[config.mk]
export PLATFORM = sky130hd
export DESIGN_NAME = uart_rx
export DESIGN_NICKNAME = d
export VERILOG_FILES = /design/src/rtl/uart_rx.sv
export SDC_FILE = /design/constraint.sdc
export NUM_CORES = 1
export LEC_CHECK = 0
export ABC_AREA = 0
export CORE_UTILIZATION = 30
export DETAILED_ROUTE_END_ITERATION = 12
export DONT_BUFFER_PORTS = 1
export PLACE_DENSITY_LB_ADDON = 0.2
export SYNTH_ARGS = -nofsm -noshare
export SYNTH_HDL_FRONTEND = slang
export SYNTH_SLANG_ARGS = --single-unit
export TNS_END_PERCENT = 50
[constraint.sdc]
create_clock -name clk -period 4.8 [get_ports clk]
set_input_delay 0.48 -clock clk [delete_from_list [all_inputs] [get_ports clk]]
set_output_delay 0.48 -clock clk [all_outputs]
set_load 0.01 [all_outputs]
[src/rtl/uart_rx.sv]
// UART 8N1 receiver: recovers frames from the asynchronous rx line using the
// 16x oversampling tick, presenting each byte with a done strobe and framing flag.
module uart_rx #(
    parameter int unsigned DBIT    = 8,
    parameter int unsigned SB_TICK = 16
) (
    input  logic            clk,
    input  logic            reset,
    input  logic            rx,
    input  logic            s_tick,
    output logic [DBIT-1:0] dout,
    output logic            rx_done_tick,
    output logic            frame_err
);

    localparam int unsigned NW = (DBIT > 1) ? $clog2(DBIT) : 1;
    localparam logic [3:0]    S_MID_START = 4'd7;
    localparam logic [3:0]    S_MID_DATA  = 4'd15;
    localparam logic [3:0]    S_STOP_LAST = 4'(SB_TICK - 1);
    localparam logic [NW-1:0] N_LAST      = NW'(DBIT - 1);

    typedef enum logic [1:0] {
        IDLE,
        START,
        DATA,
        STOP
    } state_e;

    state_e          state_q, state_d;
    logic [3:0]      s_q, s_d;
    logic [NW-1:0]   n_q, n_d;
    logic [DBIT-1:0] b_q, b_d;
    logic [DBIT-1:0] dout_q, dout_d;
    logic            frame_err_q, frame_err_d;
    logic            done_q, done_d;
    logic            rx_meta_q, rx_s_q;

    // Two-flop synchronizer; idles high so reset never looks like a start bit.
    always_ff @(posedge clk) begin
        if (reset) begin
            rx_meta_q <= 1'b1;
            rx_s_q    <= 1'b1;
        end else begin
            rx_meta_q <= rx;
            rx_s_q    <= rx_meta_q;
        end
    end

    always_ff @(posedge clk) begin
        if (reset) begin
            state_q     <= IDLE;
            s_q         <= '0;
            n_q         <= '0;
            b_q         <= '0;
            dout_q      <= '0;
            frame_err_q <= 1'b0;
            done_q      <= 1'b0;
        end else begin
            state_q     <= state_d;
            s_q         <= s_d;
            n_q         <= n_d;
            b_q         <= b_d;
            dout_q      <= dout_d;
            frame_err_q <= frame_err_d;
            done_q      <= done_d;
        end
    end

    always_comb begin
        state_d     = state_q;
        s_d         = s_q;
        n_d         = n_q;
        b_d         = b_q;
        dout_d      = dout_q;
        frame_err_d = frame_err_q;
        done_d      = 1'b0;

        case (state_q)
            IDLE: begin
                if (!rx_s_q) begin
                    state_d = START;
                    s_d     = '0;
                end
            end
            START: begin
                if (s_tick) begin
                    if (s_q == S_MID_START) begin
                        // A line that is high again at mid start bit was a glitch.
                        if (!rx_s_q) begin
                            state_d = DATA;
                            s_d     = '0;
                            n_d     = '0;
                        end else begin
                            state_d = IDLE;
                        end
                    end else begin
                        s_d = s_q + 4'd1;
                    end
                end
            end
            DATA: begin
                if (s_tick) begin
                    if (s_q == S_MID_DATA) begin
                        b_d = {rx_s_q, b_q[DBIT-1:1]};
                        s_d = '0;
                        if (n_q == N_LAST) begin
                            state_d = STOP;
                        end else begin
                            n_d = n_q + NW'(1);
                        end
                    end else begin
                        s_d = s_q + 4'd1;
                    end
                end
            end
            STOP: begin
                if (s_tick) begin
                    if (s_q == S_STOP_LAST) begin
                        dout_d      = b_q;
                        frame_err_d = ~rx_s_q;
                        done_d      = 1'b1;
                        state_d     = IDLE;
                    end else begin
                        s_d = s_q + 4'd1;
                    end
                end
            end
            default: begin
                state_d = IDLE;
            end
        endcase
    end

    assign dout         = dout_q;
    assign frame_err    = frame_err_q;
    assign rx_done_tick = done_q;

endmodule

* Word-level counts from Yosys, hierarchy flattened
Cells that the tools add are included.
** Cells by class
- Bitwise gates (word level) :: 3
- Shift-type cells :: 0
- $lt $le $gt $ge :: 0
- Equality and inequality tests :: 17
- Div/mod/pow operators :: 0
- $add $sub $neg :: 2
- Reductions and logical operators :: 8
- $mul :: 0
- Mux-type cells :: 26
** Operators with widths (number)
- $mux 4 :: 7
- $ne 2x2->1 const B :: 11
- $mux 2 :: 9
- $mux 3 :: 6
- $pmux 4 s4 :: 1
- $pmux 2 s4 :: 1
- $reduce_and 8->1 :: 1
- $reduce_and 7->1 :: 1
- $pmux 3 s2 :: 1
- $reduce_and 3->1 :: 2
- $add 4x1->4 const B :: 1
- $eq 2x2->1 const B :: 2
- $eq 4x3->1 const B :: 1
- $eq 4x4->1 const B :: 1
- $reduce_and 4->1 :: 1
- $add 3x1->3 const B :: 1
- $eq 3x3->1 const B :: 1
- $not 1->1 :: 3
- $reduce_or 3->1 :: 1
- $eq 2x1->1 const B :: 1
- $logic_not 2->1 :: 1
- $reduce_bool 2->1 :: 1
- $mux 1 :: 1
** Storage, ports and cells
- Bits in latches :: 0
- Input bits :: 4
- Register bits after elaboration :: 29
- Memories kept :: 0
- Bits in writable memories :: 0
- ROM bits :: 0
- Output and inout bits :: 10

* Longest topological paths before layout
Gate-level depths: netlist (run 1).
- Depth after elaboration :: 5
- Depth in mapped cells :: 6

* Worst setup path before layout (run 1)
No wires, ideal clock.
- Path kind :: register to register
- Start :: register s_q[0]
- End :: register b_q[0]
- Cell stages (with the launch flop) :: 6
- Setup slack :: 3238 ps
- Arrival :: 1434 ps
- Clock period less this slack :: 1562 ps
- Library setup time :: 128 ps
- Path buffers :: 0
- Cells stage by stage :: dfxtp_1 ha_1 nand4_4 nor3_4 mux2i_1 nor2_1
** Between the ends
- Longest elaborated chain between the ends :: 2
** RTL lines
- start, declared :: RTL line 30 : logic [3:0] s_q, s_d;
- start signal, assigned :: RTL line 52 : s_q <= '0;
- start signal, assigned :: RTL line 60 : s_q <= s_d;
- $eq 4x4->1 :: RTL line 103 : if (s_q == S_MID_DATA) begin
- $reduce_and 3->1 (no line)
- end signal, assigned :: RTL line 54 : b_q <= '0;
- end signal, assigned :: RTL line 62 : b_q <= b_d;
- end, declared :: RTL line 32 : logic [DBIT-1:0] b_q, b_d;
No other way between the ends.
A chain may end at the register's enable or synchronous reset.

* Worst setup path in the final report (run 1)
- Start :: register s_q[0]
- End :: register b_q[4]
Same word-level chain as after synthesis.

==> reports/results.ini, run 1 <==
[outcome]
status = complete, no violations

[sta]
rsz0062_at_grt = no
max_freq_mhz = 574
setup_viol_count_final = 0
finalMaxSlewViolations = 0
skew_ns = 0.00523
fin_crit_ns = 1.74
finalSetupTns_ns = 0
slew_headroom_pct = 66.3
finalHoldViolations = 0
worst_pin_slew_ns = 0.504
finalCritPeriodShare_pct = 36.3

[logic_synthesis]
synth_top_cell_by_area = dfxtp_1
synth_most_common_cell = dfxtp_1
post_synth_instance_area_um2 = 1260
synth_nets = 136
ys.flop_type = dfxtp_1
ys_ff_latch = 29
yosys_warnings = 0
synth_edf_count = 0
post_synth_num_cell_types = 32
yosysTopAreaCellShare_pct = 46.1
synth_area_leaders = dfxtp_1 (46%), mux2i_1 (16%), nor2_1 (7.4%), ha_1 (3.0%), nand4_4 (1.7%)
synthArstFlopShare_pct = 0
seq_area_frac_synth_pct = 46.1
synthCells = 129
syn_avg_cell_area_um2 = 9.77
synth_common_cells = dfxtp_1 (29), nor2_1 (25), mux2i_1 (20)

[worst_setup_path]
reg2regPathDepth = 5
critical_path.startpoint = s_q[0]
required_ns = 4.97
rrSetupSlack_ns = 3.06
crit_end = b_q[4]
worst_r2r_startpoint = s_q[0]
critPathMaxFanout = 8
r2r-end = b_q[4]
crit_arrival_ns = 1.92
path_class = flip-flop to flip-flop
cp-end-kind = flip-flop
startpoint_type = flip-flop

[global_route]
gr-total-overflow = 0
grt_pass1_wl_mm = 3.97
grtUsageTotal_pct = 12.2
grt_max_degree = 32
grt_pass1_vias = 839
antenna_found_initial = 0

[die]
die_y_um = 66.8
rows = 23
dieWidth_um = 66.8
start_util_pct = 31.3
die_area_um2 = 4460
io_pins = 14
core_um2 = 4030

[clock_network]
cts-buffers-inserted = 5
cts_tree = yes
htreeDepth = 2
clk_latency_ns = 0.28
clkTransAtPathRegs_ns = 0.06
hold_buffers = 0
cts_buffer_depth = 2
cts_root_buffer = clkbuf_8
cts_resized = 0
postCtsSetupBuffers = 0
clock_sinks = 29

[power_and_ir_drop]
ir_drop_mv = 0.213
power.total_uw = 491
p_per_area_nw_per_um2 = 353
static-leakage-power_nw = 0.490

[run]
cap_viol_max_count = 0

[route]
wl_per_cell_um = 13.0
drtIter0Drc = 62
drtPass1Iterations = 4
drt_wl_total_mm = 2.33
vias = 890
drc_errors = 0
viasPerCell = 4.97
ant_nets = 0

[finish]
drive_gt1_share_pct = 10.9
antennaDiodeCount = 0
nNetsFinal = 136
areaGrowthSynthToFinish_pct = 10.5

[worst_hold_path]
holdCritPathClass = input pin to flip-flop

[placement]
gp_congestion = 0.759
portBuffers = 0
dp_hpwl_mm = 1.55

## where the power goes
group | total [mW] | internal, mW | switching, mW | leakage [nW]
logic | 0.00613 | 0.00319 | 0.00293 | 0.202
registers | 0.245 | 0.242 | 0.00275 | 0.234
clock network | 0.240 | 0.151 | 0.0893 | 0.0540
total | 0.491 | 0.396 | 0.0949 | 0.490
## cell type report
class                           instances  area [um2]
Clock inverter                          2        35.0
Inverter                                3        11.3
Sequential cell                        29         581
Fill cell                             432        2640
Tap cell                               50        62.6
Multi-Input combinational cell         90         634
Clock buffer                            5        68.8
## how the worst min path moves through the flow
stage,start,depth (start not counted),slack [ns],to
after floorplan,rx_meta_q,1,0.39,rx_s_q
after global placement,rx_meta_q,1,0.40,rx_s_q
after detailed placement,rx_meta_q,1,0.40,rx_s_q
after CTS,reset,1,0.26,s_q[3]
after global routing,reset,1,0.25,dout[6]
final,reset,1,0.27,s_q[3]
## flip-flops by register name, indices dropped and copies added, names as in the netlist, 3 cells and up, named ones only
register / flops
n_q: 3
b_q: 8
dout: 8
s_q: 4
## critical path, cell delays in order, from the launching register on
cell,delay (ns)
dfxtp_1,0.38
ha_1,0.34
nand4_4,0.19
nor3_4,0.43
mux2i_1,0.25
nor2_1,0.05
## cells in the final DEF, fill, tap and decap left out
cell	instances
a211oi_1	2
a21oi_1	1
a31oi_1	3
and3_1	2
bufinv_16	1
clkbuf_8	5
clkinv_2	1
dfxtp_1	29
ha_1	3
inv_1	3
mux2_2	1
mux2i_1	20
nand2_1	5
nand2b_1	1
nand3_1	2
nand3b_1	1
nand4_1	1
nand4_4	1
nor2_1	25
nor2_4	1
nor3_1	4
nor3_4	1
nor4b_1	1
nor4b_2	1
nor4bb_1	1
o2111ai_1	1
o211ai_1	2
o21ai_0	4
o21bai_1	2
o32ai_1	1
or2_2	2
xnor2_1	1
## logic make-up after synthesis
logic type | share of synthesized area, %
fa+ha+maj | 2.98
flops | 46.1
mux | 16.8
compound gates | 8.44
buf+inv | 3.57
simple gates | 21.5
xor+xnor | 0.695
## layer usage
metal	global-route usage (%)	share of wire, %
met4	3.19	0
met1	15.3	49
met3	6.68	6.9
met2	17.8	44
met5	0	0
## through the flow
stage	cell area [um2]	hold slack, ns	instances	setup WS, ns	util [%]
after CTS	1390	0.255	179	3.04	34.6
final	1390	0.270	179	3.06	34.6
after floorplan	1260	0.389	129	3.24	-
after detailed placement	1290	0.398	172	3.04	32.0
after global placement	1290	0.396	172	3.09	32.0
after global routing	1390	0.251	179	2.89	34.6
No activity file was read; power rests on OpenSTA's default activity.
==> run 2, diff against run 1 <==
Clock period 4.8 ns to 1.7 ns, I/O delays scaled along.
==> reports/results.ini, run 2 (synthesized netlist as in run 1, its figures left out) <==
[sta]
finalMaxSlewViolations = 0  ; unchanged
worst_pin_slew_ns = 1.03  ; +0.526 ns
setup_viol_count_final = 0  ; unchanged
whs_ns = 0.0699  ; -0.200 ns
fin_crit_ns = 1.63  ; -0.111 ns
skew_ns = 0.0101  ; +0.00489 ns
max_freq_mhz = 613  ; +6.8%
finalHoldViolations = 0  ; unchanged
finalCritPeriodShare_pct = 96.0  ; +60 points
finalSetupTns_ns = 0  ; unchanged
slew_headroom_pct = 31.1  ; -35 points

[finish]
areaGrowthSynthToFinish_pct = 21.9
nNetsFinal = 143  ; +5.1%
antennaDiodeCount = 0  ; unchanged
drive_gt1_share_pct = 21.2  ; +10 points
fin_util_pct = 38.1  ; +3.6 points
final_cell_mix = nor2_1 (25), dfxtp_1 (25), mux2i_1 (20), clkbuf_8 (6), nand2_1 (5)
stdcell_area_um2 = 1540  ; +10%
fillCellCount = 413  ; -4.4%

[global_route]
grt_pass1_vias = 852  ; +1.5%
gr-usage-met3_pct = 7.53  ; +0.86 points
gr-total-overflow = 0  ; unchanged
antenna_found_initial = 0  ; unchanged
grtUsageMet1_pct = 17.1  ; +1.8 points
grt_most_used_layer = met2
grt_pass1_wl_mm = 4.22  ; +6.1%
grt_max_degree = 29  ; -9.4%
grt_util_met2_pct = 17.6  ; -0.25 points
grtUsageTotal_pct = 13.0  ; +0.83 points

[placement]
portBuffers = 0  ; unchanged
gp_congestion = 0.784  ; +3.2%
dp_hpwl_mm = 1.62  ; +4.9%
place_area_um2 = 1350  ; +4.9%

[worst_hold_path]
whs_path_depth = 2  ; +1
holdCritPathClass = input pin to flip-flop
holdPathEnd = s_q[1]
hold_start = reset

[die]
start_util_pct = 31.3  ; unchanged
die_y_um = 66.8  ; unchanged
rows = 23  ; unchanged
io_pins = 14  ; unchanged
die_area_um2 = 4460  ; unchanged
dieWidth_um = 66.8  ; unchanged
core_um2 = 4030  ; unchanged

[power_and_ir_drop]
power.total_mw = 1.47  ; +200%
p_per_area_nw_per_um2 = 955  ; +170%
static-leakage-power_nw = 0.527  ; +7.6%
ir_drop_mv = 0.530  ; +150%

[route]
wl_per_cell_um = 13.4  ; +2.9%
viasPerCell = 4.98  ; +0.13%
drtPass1Iterations = 4  ; unchanged
drtIter0Drc = 62  ; unchanged
drc_errors = 0  ; unchanged
vias = 931  ; +4.6%
drt_wl_total_mm = 2.51  ; +7.6%
ant_nets = 0  ; unchanged

[clock_network]
cts_tree = yes
cts_buffer_depth = 2  ; unchanged
cts_root_buffer = clkbuf_8
cts-buffers-inserted = 5  ; unchanged
clk_latency_ns = 0.28  ; about the same
clock_sinks = 29  ; unchanged
htreeDepth = 2  ; unchanged
clkTransAtPathRegs_ns = 0.07  ; about the same

[worst_setup_path]
cp-end-kind = flip-flop
required_ns = 1.82  ; -3.15 ns
crit_arrival_ns = 1.76  ; -0.16 ns
path_class = flip-flop to flip-flop
r2r-end = n_q[0]
reg2regPathDepth = 6  ; +1
critPathMaxFanout = 3  ; -5
startpoint_type = flip-flop
rrSetupSlack_ns = 0.07  ; -2.99 ns
worst_r2r_startpoint = n_q[0]

[run]
cap_viol_max_count = 0  ; unchanged

[outcome]
status = complete, no violations

## run 2: cell types whose count changed in the layout (fill, tap and decap cells not counted), moves of 2 or more
cell,previous run,this run
dfxtp_1,29,25
dfxtp_2,0,4
buf_4,0,3
ha_1,3,0
buf_12,0,2
dlygate4sd3_1,0,2
ha_4,0,2
## run 2: metal layers
layer	up-vias	part of all wire [%]
met5	-	0
met4	0	0.48
met3	2	6.8
met2	23	45
met1	434	48
li1	472	-
## run 2: cell type report
| type | count | area [um2] | area share (%) |
|---|---|---|---|
| Multi-Input combinational cell | 90 | 674 | 43.9 |
| Sequential cell | 29 | 586 | 38.1 |
| Clock buffer | 6 | 82.6 | 5.37 |
| Timing Repair Buffer | 7 | 82.6 | 5.37 |
| Tap cell | 50 | 62.6 | 4.07 |
| Clock inverter | 2 | 37.5 | 2.44 |
| Inverter | 3 | 11.3 | 0.733 |
## run 2: how the worst max path moves through the flow
| stage | start | to | slack, ns | depth (start not counted) |
|---|---|---|---|---|
| finish | n_q[0] | n_q[0] | 0.07 | 6 |
| global route | n_q[0] | n_q[0] | -0.02 | 6 |
| CTS | s_q[0] | b_q[7] | 0.02 | 6 |
| detailed placement | s_q[0] | b_q[7] | 0.07 | 6 |
| global placement | s_q[0] | b_q[5] | 0.07 | 6 |
| floorplan | s_q[0] | b_q[0] | 0.14 | 5 |
## run 2: critical path, cell delays in order, from the launching register on
cell and delay (ns):
dfxtp_2 0.33, ha_2 0.19, ha_4 0.16, nor4bb_2 0.31, o2111ai_2 0.23, mux2i_1 0.21
nor2_1 0.06
## run 2: what timing repair did
item | CTS | global route
buffers inserted | 0 | 0
hold buffers | 2 | 0
endpoints found under the setup margin | 0 | 22
resized for setup | 0 | 11
hold endpoints to repair | 28 | 0
## run 2: stage by stage
stage                     cells  setup slack [ns]
after floorplan             129             0.138
after global placement      177            0.0732
after detailed placement    177            0.0727
after CTS                   187            0.0184
after global routing        187           -0.0182
final                       187            0.0674
## run 2: power breakdown
group / leakage, nW / internal (mW) / total [mW] / switching, mW
Clock: 0.0574 / 0.476 / 0.741 / 0.266
Sequential: 0.236 / 0.685 / 0.692 / 0.00761
Combinational: 0.234 / 0.0139 / 0.0345 / 0.0206
